===== src/rtl/huffman_packer.sv =====
// Huffman bit packer: loads a 6-entry code table, then packs symbol
// codewords MSB-first into a byte stream with valid/ready on both sides.
module huffman_packer #(
  parameter int TOT_W = 16
) (
  input  logic             clk,
  input  logic             reset,
  input  logic             code_valid,
  input  logic [7:0]       HC1,
  input  logic [7:0]       HC2,
  input  logic [7:0]       HC3,
  input  logic [7:0]       HC4,
  input  logic [7:0]       HC5,
  input  logic [7:0]       HC6,
  input  logic [7:0]       M1,
  input  logic [7:0]       M2,
  input  logic [7:0]       M3,
  input  logic [7:0]       M4,
  input  logic [7:0]       M5,
  input  logic [7:0]       M6,
  input  logic             sym_valid,
  input  logic [7:0]       sym_data,
  output logic             sym_ready,
  input  logic             flush,
  output logic             byte_valid,
  output logic [7:0]       byte_data,
  output logic             byte_last,
  input  logic             byte_ready,
  output logic             flush_done,
  output logic             sym_err,
  output logic [TOT_W-1:0] bit_total
);

  typedef enum logic [1:0] {IDLE, RUN, FLUSH} state_t;

  state_t state, state_next;

  logic [7:0]  code_q [6];
  logic [3:0]  len_q  [6];
  logic [7:0]  hc_in  [6];
  logic [7:0]  m_in   [6];
  logic [15:0] shreg, shreg_next;
  logic [4:0]  count, cnt_next, base_cnt;
  logic [15:0] shifted, app;
  logic [4:0]  sh;
  logic [2:0]  idx;
  logic        sym_ok, push, pop, last_pop, done_fire;
  logic [7:0]  code_sel, code_add;
  logic [3:0]  len_sel, len_add;
  logic [TOT_W:0] tot_sum;

  function automatic logic [3:0] popcnt(input logic [7:0] m);
    logic [3:0] n;
    n = '0;
    for (int i = 0; i < 8; i++) n = n + {3'b000, m[i]};
    return n;
  endfunction

  assign sym_ready  = (state == RUN) && (count <= 5'd8);
  assign byte_valid = (count >= 5'd8) ||
                      ((state == FLUSH) && (count != 5'd0));
  assign byte_last  = (state == FLUSH) && (count != 5'd0) &&
                      (count <= 5'd8);
  assign byte_data  = shreg[15:8];

  always_comb begin
    hc_in = '{HC1, HC2, HC3, HC4, HC5, HC6};
    m_in  = '{M1, M2, M3, M4, M5, M6};
  end

  always_comb begin
    push     = sym_valid && sym_ready;
    pop      = byte_valid && byte_ready;
    last_pop = pop && byte_last;
    idx      = sym_data[2:0] - 3'd1;
    sym_ok   = 1'b0;
    code_sel = '0;
    len_sel  = '0;
    if (sym_data >= 8'd1 && sym_data <= 8'd6) begin
      sym_ok   = 1'b1;
      code_sel = code_q[idx];
      len_sel  = len_q[idx];
    end
    code_add = push ? code_sel : 8'h00;
    len_add  = push ? len_sel : 4'd0;
    // pop is applied first, then the new code lands behind what remains
    shifted  = pop ? {shreg[7:0], 8'h00} : shreg;
    base_cnt = pop ? ((count > 5'd8) ? count - 5'd8 : 5'd0) : count;
    sh       = 5'd16 - base_cnt - {1'b0, len_add};
    app      = {8'h00, code_add} << sh;
    shreg_next = shifted | app;
    cnt_next   = base_cnt + {1'b0, len_add};
    tot_sum    = {1'b0, bit_total} + {{(TOT_W-3){1'b0}}, len_add};
  end

  always_comb begin
    state_next = state;
    done_fire  = 1'b0;
    unique case (state)
      IDLE: if (code_valid) state_next = RUN;
      RUN: begin
        if (flush) begin
          if (cnt_next == 5'd0) done_fire  = 1'b1;
          else                  state_next = FLUSH;
        end
      end
      FLUSH: begin
        if (last_pop) begin
          state_next = RUN;
          done_fire  = 1'b1;
        end
      end
      default: state_next = IDLE;
    endcase
  end

  always_ff @(posedge clk or negedge reset) begin
    if (!reset) state <= IDLE;
    else        state <= state_next;
  end

  always_ff @(posedge clk or negedge reset) begin
    if (!reset) begin
      for (int i = 0; i < 6; i++) begin
        code_q[i] <= '0;
        len_q[i]  <= '0;
      end
      shreg      <= '0;
      count      <= '0;
      bit_total  <= '0;
      sym_err    <= 1'b0;
      flush_done <= 1'b0;
    end else begin
      if (code_valid) begin
        for (int i = 0; i < 6; i++) begin
          code_q[i] <= hc_in[i] & m_in[i];
          len_q[i]  <= popcnt(m_in[i]);
        end
        bit_total <= '0;
      end else if (tot_sum[TOT_W]) begin
        bit_total <= '1;
      end else begin
        bit_total <= tot_sum[TOT_W-1:0];
      end
      shreg      <= shreg_next;
      count      <= cnt_next;
      sym_err    <= push && !sym_ok;
      flush_done <= done_fire;
    end
  end

endmodule


===== config.mk =====
export PLATFORM = sky130hd
export DESIGN_NAME = huffman_packer
export DESIGN_NICKNAME = d
export VERILOG_FILES = /design/src/rtl/huffman_packer.sv
export SDC_FILE = /design/constraint.sdc
export NUM_CORES = 1
export LEC_CHECK = 0
export ABC_AREA = 1
export BUFFER_PORTS_ARGS = -buffer_cell sky130_fd_sc_hd__buf_2
export CORE_UTILIZATION = 57
export CTS_CLUSTER_SIZE = 8
export DETAILED_ROUTE_END_ITERATION = 10
export PLACE_DENSITY = 0.82
export SYNTH_ARGS = -nofsm -noshare
export SYNTH_HDL_FRONTEND = slang
export SYNTH_SLANG_ARGS = --single-unit

===== constraint.sdc =====
create_clock -name clk -period 4.4 [get_ports clk]
set_input_delay 0.88 -clock clk [delete_from_list [all_inputs] [get_ports clk]]
set_output_delay 0.88 -clock clk [all_outputs]
set_load 0.1 [all_outputs]

== Yosys cells after proc, flatten, opt, wreduce, memory -nomap -nowiden ==
Index checks and enable logic that the tools add are counted.
Storage, ports and cells
  bits in registers: 113
  logic and storage cells: 126
  input bits: 110
Operators by class
  eq/ne operators: 6
  reductions and logical operators: 14
  muxes and demuxes: 25
  order comparisons: 6
  bitwise operators: 8
  shift operators: 1
  add/subtract/negate cells: 48
Operators with widths (count)
  adder 4 x 1 -> 4 bit: 24
  bitwise AND 8 bit: 6
  2-to-1 mux 16 bit: 3
  2-to-1 mux 8 bit: 4
  adder 3 x 1 -> 4 bit: 6
  binary-select mux 8 bit (select 3 bit): 1
  adder 2 x 1 -> 3 bit: 6
  adder 16 x 4 -> 17 bit: 1
  2-to-1 mux 4 bit: 4
  OR 16 bit: 1
  << shifter 8 x 5 -> 16 bit: 1
  adder 1 x 1 -> 2 bit: 6
  binary-select mux 4 bit (select 3 bit): 1
  2-to-1 mux 5 bit: 2
  greater-or-equal comparator 8 x 1 -> 1 bit, second input constant: 1
  <= comparator 8 x 3 -> 1 bit, second input constant: 1
  logical AND 1 bit: 8
  2-to-1 mux 2 bit: 4
  inequality test 2 bit, second input constant: 4
  case mux 2 bit (3 select lines): 1
  adder 5 x 4 -> 5 bit: 1
  greater-or-equal comparator 5 x 4 -> 1 bit, second input constant: 1
  greater-than comparator 5 x 4 -> 1 bit, second input constant: 1
  <= comparator 5 x 4 -> 1 bit, second input constant: 1
  16 further kinds: 19

== Logic depth before layout (Yosys ltp) ==
Gate-level depths: netlist of the first run.
  word-level depth: 12
  mapped depth: 26
  mapped depth without buffers: 22

== Worst setup path after synthesis of the first run ==
Ideal clock, no wire load.
  path kind: input to register
  from: input sym_data[0]
  to: register shreg[4]
  required time: 4.317 ns
  arrival time: 4.213 ns
  buffers on the path: 3
  stages: 22
  path slack: 0.105 ns
  cell sequence: buf_2 > inv_2 > buf_2 > ha_1 > nand3_1 > nand2_1 > inv_1 > nand2_1 > nor2_4 > buf_4 > inv_1 > nor2_1 > ha_1 > inv_1 > ha_1 > inv_1 > fa_1 > xor2_1 > clkinv_1 > nor2_1 > inv_1 > o21ai_0
On the way
  longest elaborated chain between the ends: 10
  elaborated cells between the ends (all ways): 18
Ends and longest elaborated chain
  from (decl): line 22  | input logic [7:0] sym_data,
  subtractor 3 x 1 -> 3 bit: line 75  | idx = sym_data[2:0] - 3'd1;
  NOT 3 -> 4 bit (implied by the code): line 81, 82
  binary-select mux 4 bit (select 3 bit): line 82  | len_sel = len_q[idx];
  2-to-1 mux 4 bit (implied by the code) (2 in a row): line 82
  2-to-1 mux 4 bit: line 79  | if (sym_data >= 8'd1 && sym_data <= 8'd6) begin
  2-to-1 mux 4 bit: line 85  | len_add = push ? len_sel : 4'd0;
  subtractor 5 x 4 -> 5 bit: line 89  | sh = 5'd16 - base_cnt - {1'b0, len_add};
  << shifter 8 x 5 -> 16 bit (*): line 90  | app = {8'h00, code_add} << sh;
  OR 16 bit (*): line 91  | shreg_next = shifted | app;
  named net shreg_next[4]: line 42  | logic [15:0] shreg, shreg_next;
  to (signal assigned): line 145  | shreg <= shreg_next;
  to (decl): line 42
Mark *: on every way through the listed nets, which the timed path passes. The rest lies on a longest branch. The select of a mux whose other input is x is not followed.
A chain may end at the register's enable or synchronous reset.

== Worst setup path in the final report of the first run ==
  from: input sym_data[0]
  to: register shreg[5]
The elaborated chain is that of the path after synthesis.

==> summary.md, run 1 <==
| Metric | Value |
|---|---|
| Status | `completed` |
| Yosys cell types | `45` |
| Share of post-route cells with drive strength above 1 | `18.7%` |
| Boundary Pins | `roughly 140` |
| CTS tree | `built` |
| First-pass GRT wire length | `30600 um` |
| Reg clk slew, reported paths | `~50 ps` |
| Hold crit path type | `reg -> reg` |
| Clk sinks | `approximately 110` |
| Worst path max stage delay | `380 ps` |
| Initial Util | `59.0%` |
| Relative slew slack | `27.3%` |
| DRC errors left | `0` |
| Port-buffer cells | `138` |
| Top-area cell type share of the netlist area | `37.7%` |
| Critical path launch point type | `primary input` |
| CTS Root Cell | `clkbuf_16` |
| Area grow syn2layout | `19.2%` |
| Syn Nets | `around 1100` |
| Placed Area | `0.00831 mm^2` |
| Final Skew | `7.65 ps` |
| Mapped Cells | `969` |
| Vias per Instance | `about 5.3` |
| Ys Warns | `0` |
| Max_cap viols | `0` |
| Post_cts resized | `0` |
| CTS Buffer Depth | `2` |
| Full die area | `~0.014 mm^2` |
| Lkg Pwr | `4.76 nW` |
| Ant diodes | `0` |
| Largest cells by area after synthesis | `dfrtp_1 38%, nand2_1 14%, inv_1 7.6%` |
| CTS H-Tree Depth | `4` |
| Pwr/cell area | `479 mW/mm^2` |
| CP Cell Sequence | `buf_2 > inv_2 > ha_1 > buf_4 > a21oi_1 > o21ai_0 > a32oi_1 > nor2_1 > ha_1 > inv_1 > ha_1 > inv_1 > fa_1 > xor2_1 > clkinv_1 > nor2_1 > inv_1 > o21ai_0` |
| Synth Cell Area | `between 0.007 and 0.008 mm^2` |
| GR Util All Layers | `30.2%` |
| DRT Pass-1 Iters | `5` |
| Area share of fa/ha/maj cells after synthesis | `13.5%` |
| Fmax | `267 MHz` |
| Critical path peak fanout | `15` |
| Via count | `6737` |
| Crit path time final | `3740 ps` |
| DP Wirelength | `between 10000 and 15000 um` |
| Multiplexer share of the synthesized area | `0%` |
| Vias in the first global route | `6503` |
| Drt wl/cell | `14.7 um` |
| DRT Wirelength | `18800 um` |
| Slew Viols, Final | `0` |
| Post-CTS setup buffers | `0` |
| CP max-delay cell | `fa_1` |
| Critical R2R Capture | `shreg[5]` |
| TNS Setup | `0 ps` |
| Post-route cell area | `0.00895 mm^2` |
| Row count | `41` |
| CP Class | `in -> reg` |
| Max VDD drop | `0.304 mV` |
| # nets final | `approximately 1300` |
| GR Overflow Total | `0` |
| Synth Area in Compound Gates | `a little under an eighth` |
| Clk Latency, worst-skew pair | `430 ps` |
| Gp weighted congestion | `0.929` |
| Largest net degree at the start of global routing | `104` |
| Largest family of logic cells by synthesized area | `simple AND/OR/NAND/NOR gates` |
| Final setup viols | `0` |
| R2R Setup Slk | `between 600 and 700 ps` |
| WHS Path Cells | `2` |
| DRT antenna net count | `0` |
| Initial DRC count | `approximately 450` |
| Worst Hold End | `code_q[37]` |
| CORE AREA | `roughly 0.013 mm^2` |
| Antenna violations before repair | `0` |
| Crit path max-delay family | `adder cells` |
| Xor-xnor portion of the synthesized cell area | `under 10%` |
| Synthesized area per cell | `7.75 um^2` |
| Cts-stage hold buffer count | `0` |
| R2R Path Start | `count[4]` |
| Fin. Hold Viols | `0` |
| TritonCTS buffer count | `17` |
| Final critical-path share of the clock period | `85.1%` |
| CP bufs+invs | `7` |
| Hold path startpoint | `code_q[37]` |
| Area leader, netlist | `dfrtp_1` |
| WP data arrival | `4080 ps` |
| Post-route setup slack | `roughly 660 ps` |
| Die H | `117 um` |
| Seq/Total Area, Yosys | `37.7%` |
| Critical path data required time | `4730 ps` |
| Fill count | `1053` |
| Setup WS pre-CTS | `236 ps` |
| Crit end category | `flop` |
| Worst r2r path cells | `19` |
| Slew @ Worst Pin | `1090 ps` |
| Synth Area in Simple Gates | `24.0%` |
| RSZ-0062 raised after global routing | `false` |
| Seq cells post-synth | `113` |
| Cell count along the critical path | `18` |
| Die Wd | `117 um` |
-- cell type report --
| type | instances | area (um^2) | share of cell area [%] |
|---|---|---|---|
| clock buffers | 20 | 457 | 5.10 |
| clock inverters | 12 | 181 | 2.03 |
| inverters | 157 | 589 | 6.59 |
| multi-input cells | 656 | 3880 | 43.4 |
| flip-flops and latches | 113 | 2830 | 31.6 |
| well taps | 172 | 215 | 2.41 |
| repair buffers | 150 | 798 | 8.92 |
-- stage by stage --
stage	instances	hold WS (ps)	utilization [%]	power (mW)
after floorplan	969	442	-	2.47
after global placement	1248	461	65.3	2.76
after detailed placement	1248	461	65.3	2.79
after CTS	1280	475	70.3	4.30
after global routing	1280	508	70.3	4.54
final	1280	478	70.3	4.29
-- Yosys cell counts, drive strengths merged --
cell type  instances
inv              155
nand3b             2
nand4              7
o221ai             1
buf               17
nor2              34
clkinv             2
clkbuf            26
a21oi             37
xor2              12
a32oi              3
o211ai             8
a21boi             2
fa                27
o31ai              2
nor4               1
o22ai              7
dfrtp            113
nor3               5
nand3             93
o21ai             90
or2                1
ha                38
a211oi             1
o21bai             2
xnor2              7
o2111ai            1
nand2            275
-- sequential cells by signal, summed over array words and instances, names as in the netlist --
signal,count
bit_total,16
state,2
sym_err,1
flush_done,1
len_q,24
shreg,16
code_q,48
count,5
-- worst reg2reg max path: cells and delay by family (launching register included) --
family | cells | cell delay (ps)
AOI/OAI and AO/OA | 2 | 440
adders and majority gates | 3 | 750
DFF | 1 | 390
and+or+nand+nor | 7 | 1030
xor gates and xnor gates | 1 | 230
buffers and inverters | 6 | 770
-- power breakdown --
group          switching (mW)  leakage [nW]  internal (mW)
Combinational            1.05          2.99          0.429
Clock                   0.506         0.299          0.978
Sequential              0.101          1.47           1.22
-- how the worst max path moves through the flow --
stage | start | endpoint | slack [ps]
after floorplan | sym_data[0] | shreg[4] | 100
after global placement | sym_data[0] | shreg[13] | 370
after detailed placement | sym_data[0] | shreg[5] | 240
after CTS | sym_data[0] | shreg[5] | 660
after global routing | count[4] | shreg[5] | 340
final | sym_data[0] | shreg[5] | 660
-- layout by cell type (no fill, tap or decap), drive strengths merged --
cell	netlist	routed
a211oi	1	1
a21boi	2	2
a21oi	37	37
a32oi	3	3
buf	17	150
bufinv	0	4
clkbuf	26	20
clkinv	2	5
clkinvlp	0	4
dfrtp	113	113
fa	27	27
ha	38	38
inv	155	156
nand2	275	275
nand3	93	93
nand3b	2	2
nand4	7	7
nor2	34	34
nor3	5	5
nor4	1	1
o2111ai	1	1
o211ai	8	8
o21ai	90	90
o21bai	2	2
o221ai	1	1
o22ai	7	7
o31ai	2	2
or2	1	1
xnor2	7	7
xor2	12	12
-- logic make-up after synthesis --
kind of cell / count (synthesis)
buffers and inverters: 200
adders and majority gates: 65
AOI/OAI and AO/OA: 154
and+or+nand+nor: 418
DFF: 113
xor gates and xnor gates: 19
-- metal layers --
layer  global-route usage, %  vias up  part of all wire [%]  wire length (um)
li1                        -     3319                     -                 -
met1                    38.1     3110                    44              8190
met2                    48.3      247                    47              8750
met3                    7.21       61                   6.1              1140
met4                    15.7        0                   3.7               688
met5                       0        -                     0                 0
(Power assumes the default switching activity.)
==> run 2, diff against run 1 <==
--- a/config.mk
+++ b/config.mk
@@ -7,10 +7,11 @@
 export LEC_CHECK = 0
 export ABC_AREA = 1
 export BUFFER_PORTS_ARGS = -buffer_cell sky130_fd_sc_hd__buf_2
-export CORE_UTILIZATION = 57
+export CORE_UTILIZATION = 61
+export CTS_CLUSTER_DIAMETER = 40
 export CTS_CLUSTER_SIZE = 8
 export DETAILED_ROUTE_END_ITERATION = 10
-export PLACE_DENSITY = 0.82
+export PLACE_DENSITY = 0.86
 export SYNTH_ARGS = -nofsm -noshare
 export SYNTH_HDL_FRONTEND = slang
 export SYNTH_SLANG_ARGS = --single-unit
==> constraint.sdc (replaced) <==
create_clock -name clk -period 4.69 [get_ports clk]
set_input_delay 0.938 -clock clk [delete_from_list [all_inputs] [get_ports clk]]
set_output_delay 0.938 -clock clk [all_outputs]
set_load 0.1 [all_outputs]
==> summary.md, run 2 (synthesis results as in run 1) <==
| Metric | Value |
|---|---|
| Antenna violations before repair | `0 (unchanged)` |
| Full die area | `0.0128 mm^2 (-6.4%)` |
| Finished Layout Cells | `1253 (-2.1%)` |
| Die H | `113 um (-3.3%)` |
| DRT antenna net count | `0 (unchanged)` |
| Final setup viols | `0 (unchanged)` |
| CTS H-Tree Depth | `4 (unchanged)` |
| CTS tree | `built` |
| Util after Layout | `74.1% (+3.8 points)` |
| Commonest non-fill, non-tap cell in the layout | `nand2_1` |
| Crit path time final | `4160 ps` |
| DRC errors left | `0 (unchanged)` |
| Largest reg by FF count | `code_q` |
| # nets final | `1268 (-0.16%)` |
| Critical R2R Capture | `shreg[4]` |
| WHS Path Cells | `2 (unchanged)` |
| First-pass GRT wire length | `32000 um (+4.3%)` |
| TNS Setup | `0 ps (unchanged)` |
| Worst path max stage delay | `450 ps (+70 ps)` |
| Initial Util | `62.5% (+3.5 points)` |
| Drt wl/cell | `15.3 um (+4.5%)` |
| Max_cap viols | `0 (unchanged)` |
| Clk Latency, worst-skew pair | `410 ps (-20 ps)` |
| Top cell by count, worst path | `inv_1` |
| Vias in the first global route | `6844 (+5.2%)` |
| Setup WS pre-CTS | `362 ps (+125 ps)` |
| Via count | `6894 (+2.3%)` |
| DP Cell Count | `1221 (-2.2%)` |
| CP Cell Sequence | `inv_1 > ha_1 > o21ai_0 > nand3_1 > nand2_1 > inv_1 > nand2_1 > nand2_1 > inv_1 > ha_1 > inv_1 > ha_1 > inv_1 > fa_1 > xor2_1 > clkinv_1 > nor2_1 > inv_1 > o21ai_0` |
| Crit end category | `flop` |
| CP bufs+invs | `7 (unchanged)` |
| R2R Setup Slk | `530 ps (-160 ps)` |
| DP Wirelength | `13800 um (+1.7%)` |
| Vias per Instance | `5.50 (+4.5%)` |
| Post-route cell area | `0.00890 mm^2 (-0.48%)` |
| R2R Path Start | `state[0]` |
| Number of flip-flops in the largest register | `48 (unchanged)` |
| Row count | `40 (-2.4%)` |
| GR Util All Layers | `32.7% (+2.5 points)` |
| Top Registers | `code_q x48, len_q x24` |
| CTS Buffer Depth | `2 (unchanged)` |
| Crit path max-delay family | `buffers and inverters` |
| Worst r2r path cells | `19 (unchanged)` |
| CP Class | `reg -> reg` |
| Largest net degree at the start of global routing | `104 (unchanged)` |
| Placed Area | `0.00825 mm^2 (-0.71%)` |
| CTS Root Cell | `clkbuf_16` |
| WHS | `481 ps (+2.88 ps)` |
| Initial DRC count | `578 (+29%)` |
| DRT Pass-1 Iters | `8 (+3)` |
| Power Total | `4.07 mW (-5.1%)` |
| Clk sinks | `113 (unchanged)` |
| Share of post-route cells with drive strength above 1 | `18.5% (-0.22 points)` |
| GR Overflow Total | `0 (unchanged)` |
| Cts-stage hold buffer count | `0 (unchanged)` |
| CP max-delay cell | `inv_1` |
| Pwr/cell area | `457 mW/mm^2 (-4.7%)` |
| Port-buffer cells | `138 (unchanged)` |
| Hold crit path type | `reg -> reg` |
| Critical path data required time | `5010 ps (+280 ps)` |
| Fmax | `240 MHz` |
| Boundary Pins | `139 (unchanged)` |
| Relative slew slack | `29.9% (+2.6 points)` |
| Slew @ Worst Pin | `1050 ps (-38.8 ps)` |
| Final Skew | `7.91 ps (+0.258 ps)` |
| Critical path peak fanout | `17 (+2)` |
| Reg clk slew, reported paths | `50 ps (about the same)` |
| DRT Wirelength | `19200 um (+2.3%)` |
| Max VDD drop | `0.264 mV (-13%)` |
| Most used cells in the layout excluding fill and tap cells | `270 x nand2_1, 152 x inv_1, 136 x buf_2` |
| CORE AREA | `0.0120 mm^2 (-5.6%)` |
| Lkg Pwr | `4.76 nW (+0.11%)` |
| RSZ-0062 raised after global routing | `false` |
| Post-route setup slack | `531 ps (-125 ps)` |
| Area grow syn2layout | `18.6%` |
| Post_cts resized | `0 (unchanged)` |
| Post-CTS setup buffers | `0 (unchanged)` |
| Critical path launch point type | `flop` |
| Gp weighted congestion | `0.928 (-0.12%)` |
| Status | `completed` |
| WP data arrival | `4470 ps (+390 ps)` |
| Fin. Hold Viols | `0 (unchanged)` |
| Hold path startpoint | `code_q[34]` |
| Worst Hold End | `code_q[34]` |
| Final critical-path share of the clock period | `88.7%` |
| Die Wd | `113 um (-3.3%)` |
| TritonCTS buffer count | `17 (unchanged)` |
| Slew Viols, Final | `0 (unchanged)` |
-- run 2: layout make-up --
class | count | area, um^2
well taps | 147 | 184
flip-flops and latches | 113 | 2830
multi-input cells | 656 | 3880
clock buffers | 21 | 470
diodes | 1 | 2.50
fillers | 887 | 3110
clock inverters | 10 | 181
inverters | 157 | 589
repair buffers | 148 | 771
-- run 2: worst reg2reg max path: cells and delay by family (launching register included) --
kind,cells,cell delay [ps]
flip-flops,1,390
adder cells (fa/ha/maj),4,990
buffers and inverters,7,1200
AND/OR/NAND/NOR,5,880
AO/OA/AOI/OAI,2,380
XOR/XNOR,1,240
-- run 2: how the worst max path moves through the flow --
| stage | startpoint | endpoint | slack, ps | depth (start not counted) |
|---|---|---|---|---|
| 2_1_floorplan | sym_data[0] | shreg[4] | 340 | 22 |
| 3_3_place_gp | sym_data[0] | shreg[6] | 470 | 18 |
| 3_5_place_dp | sym_data[0] | shreg[13] | 360 | 19 |
| 4_1_cts | state[0] | shreg[4] | 580 | 19 |
| 5_1_grt | state[0] | shreg[5] | 80 | 19 |
| 6_report | state[0] | shreg[4] | 530 | 19 |
-- run 2: power breakdown --
| group | switching [mW] | internal (mW) | total, mW | leakage, nW |
|---|---|---|---|---|
| clock | 0.435 | 0.979 | 1.41 | 0.319 |
| sequential | 0.0901 | 1.15 | 1.24 | 1.47 |
| combinational | 1.01 | 0.401 | 1.41 | 2.97 |
-- run 2: metal layers --
metal	wire, um	GRT usage (%)
met5	0	0
met4	625	14.0
met3	1160	6.00
met2	9620	57.7
met1	7800	39.4
==> run 3, diff against run 2 <==
--- a/config.mk
+++ b/config.mk
@@ -12,6 +12,7 @@
 export CTS_CLUSTER_SIZE = 8
 export DETAILED_ROUTE_END_ITERATION = 10
 export PLACE_DENSITY = 0.86
+export RECOVER_POWER = 100
 export SYNTH_ARGS = -nofsm -noshare
 export SYNTH_HDL_FRONTEND = slang
 export SYNTH_SLANG_ARGS = --single-unit
==> summary.md, run 3 (synthesis results as in run 1) <==
| Metric | Value |
|---|---|
| Post_cts resized | `0 (unchanged)` |
| Finished Layout Cells | `1253 (unchanged)` |
| DRT Wirelength | `19200 um (about the same)` |
| RSZ-0062 raised after global routing | `false` |
| Clk sinks | `113 (unchanged)` |
| CORE AREA | `0.0120 mm^2 (unchanged)` |
| Number of flip-flops in the largest register | `48 (unchanged)` |
| Critical path peak fanout | `17 (unchanged)` |
| DP Cell Count | `1221 (unchanged)` |
| Top Registers | `code_q x48, len_q x24` |
| First-pass GRT wire length | `32000 um (unchanged)` |
| Fin. Hold Viols | `0 (unchanged)` |
| Boundary Pins | `139 (unchanged)` |
| DP Wirelength | `13800 um (unchanged)` |
| Status | `finished with violations` |
| Util after Layout | `73.2% (-0.94 points)` |
| Hold crit path type | `reg -> reg` |
| Setup WS pre-CTS | `362 ps (unchanged)` |
| Final critical-path share of the clock period | `91.4% (+2.8 points)` |
| Antenna violations before repair | `0 (unchanged)` |
| Post-route setup slack | `401 ps (-130 ps)` |
| Critical path launch point type | `primary input` |
| Commonest non-fill, non-tap cell in the layout | `nand2_1` |
| Vias per Instance | `5.52 (+0.30%)` |
| CTS Buffer Depth | `2 (unchanged)` |
| CTS H-Tree Depth | `4 (unchanged)` |
| Largest net degree at the start of global routing | `104 (unchanged)` |
| Fill count | `924 (+4.2%)` |
| Largest reg by FF count | `code_q` |
| DRC errors left | `0 (unchanged)` |
| Pwr/cell area | `460 mW/mm^2 (+0.84%)` |
| Most used cells in the layout excluding fill and tap cells | `272 x nand2_1, 154 x inv_1, 113 x dfrtp_1` |
| Fmax | `233 MHz (-3.0%)` |
| Top cell by count, worst path | `inv_1` |
| CTS tree | `built` |
| Share of post-route cells with drive strength above 1 | `14.4% (-4.1 points)` |
| Port-buffer cells | `138 (unchanged)` |
| DRT antenna net count | `0 (unchanged)` |
| Area grow syn2layout | `17.1%` |
| TritonCTS buffer count | `17 (unchanged)` |
| Drt wl/cell | `15.3 um (about the same)` |
| Slew @ Worst Pin | `2010 ps (+957 ps)` |
| Full die area | `0.0128 mm^2 (unchanged)` |
| CTS Root Cell | `clkbuf_16` |
| Cts-stage hold buffer count | `0 (unchanged)` |
| Failing checks | `max-capacitance violations, max-slew violations` |
| GR Util All Layers | `32.7% (unchanged)` |
| Crit end category | `flop` |
| Slew Viols, Final | `220 (+220)` |
| # nets final | `1268 (unchanged)` |
| WP data arrival | `4590 ps (+120 ps)` |
| CP Class | `in -> reg` |
| Critical path data required time | `4990 ps (-20 ps)` |
| Initial Util | `62.5% (unchanged)` |
| Reg clk slew, reported paths | `50 ps (about the same)` |
| Die Wd | `113 um (unchanged)` |
| Crit path time final | `4290 ps (+130 ps)` |
| Die H | `113 um (unchanged)` |
| GR Overflow Total | `0 (unchanged)` |
| Max_cap viols | `3 (+3)` |
| Gp weighted congestion | `0.928 (unchanged)` |
| Via count | `6915 (+0.30%)` |
| Vias in the first global route | `6844 (unchanged)` |
| Row count | `40 (unchanged)` |
| Final Skew | `9.82 ps (+1.91 ps)` |
| Clk Latency, worst-skew pair | `410 ps (about the same)` |
| CP Cell Sequence | `buf_2 > inv_1 > ha_1 > inv_1 > nor2_1 > a32oi_1 > nor2_1 > ha_1 > fa_1 > nand4_1 > nand2_1 > nand3_1 > nand2_1 > o21bai_1 > inv_1` |
| Post-CTS setup buffers | `0 (unchanged)` |
| Max VDD drop | `0.264 mV (+0.20%)` |
| Lkg Pwr | `4.62 nW (-2.9%)` |
| CP max-delay cell | `nand3_1` |
| DRT Pass-1 Iters | `5 (-3)` |
| Relative slew slack | `-33.9% (-64 points)` |
| Final setup viols | `0 (unchanged)` |
| Worst path max stage delay | `660 ps (+210 ps)` |
| Initial DRC count | `612 (+5.9%)` |
| TNS Setup | `0 ps (unchanged)` |
-- run 3: per-stage QoR --
| stage | area, um^2 | hold slack (ps) | power (mW) |
|---|---|---|---|
| final | 8790 | 483 | 4.05 |
| after global routing | 8790 | 510 | 4.27 |
| after CTS | 8900 | 478 | 4.06 |
| after detailed placement | 8250 | 465 | 2.62 |
| after global placement | 8250 | 464 | 2.58 |
| after floorplan | 7510 | 442 | 2.31 |
-- run 3: layout make-up --
type	instances	area (um^2)	share of cell area [%]
timing repair buffer	148	712	8.10
tap	147	184	2.09
inverter	157	589	6.70
clock inverter	10	181	2.06
sequential	113	2830	32.2
antenna	1	2.50	0.0285
clock buffer	21	470	5.35
multi-input combinational	656	3820	43.5
-- run 3: worst max-delay path: cells and delay by family --
| kind | cells | cell delay, ps |
|---|---|---|
| AO/OA/AOI/OAI | 2 | 430 |
| adder cells (fa/ha/maj) | 3 | 1010 |
| buffers and inverters | 4 | 740 |
| AND/OR/NAND/NOR | 6 | 1470 |
-- run 3: path summary, 6_finish.rpt --
check / cells after the start / slack [ps] / from / end
max reg2reg: 19 / 530 / state[0] / shreg[4]
min in group asynchronous: 1 / 1080 / reset / bit_total[7]
min reg2reg: 2 / 480 / code_q[34] / code_q[34]
max in group asynchronous: 2 / 1180 / reset / len_q[2]
min: 2 / 480 / code_q[34] / code_q[34]
max: 15 / 400 / sym_data[0] / bit_total[8]
-- run 3: report_power, final --
| part | total, mW | switching, mW | leakage, nW | internal (mW) |
|---|---|---|---|---|
| Combinational | 1.39 | 1.01 | 2.83 | 0.384 |
| Sequential | 1.24 | 0.0908 | 1.47 | 1.15 |
| Clock | 1.41 | 0.435 | 0.319 | 0.979 |
-- run 3: metal layers --
layer / share of wire (%) / vias to the layer above / GRT usage [%]
li1: - / 3314 / -
met1: 40 / 3221 / 39.4
met2: 50 / 317 / 57.7
met3: 6.5 / 63 / 6.00
met4: 3.6 / 0 / 14.0
met5: 0 / - / 0
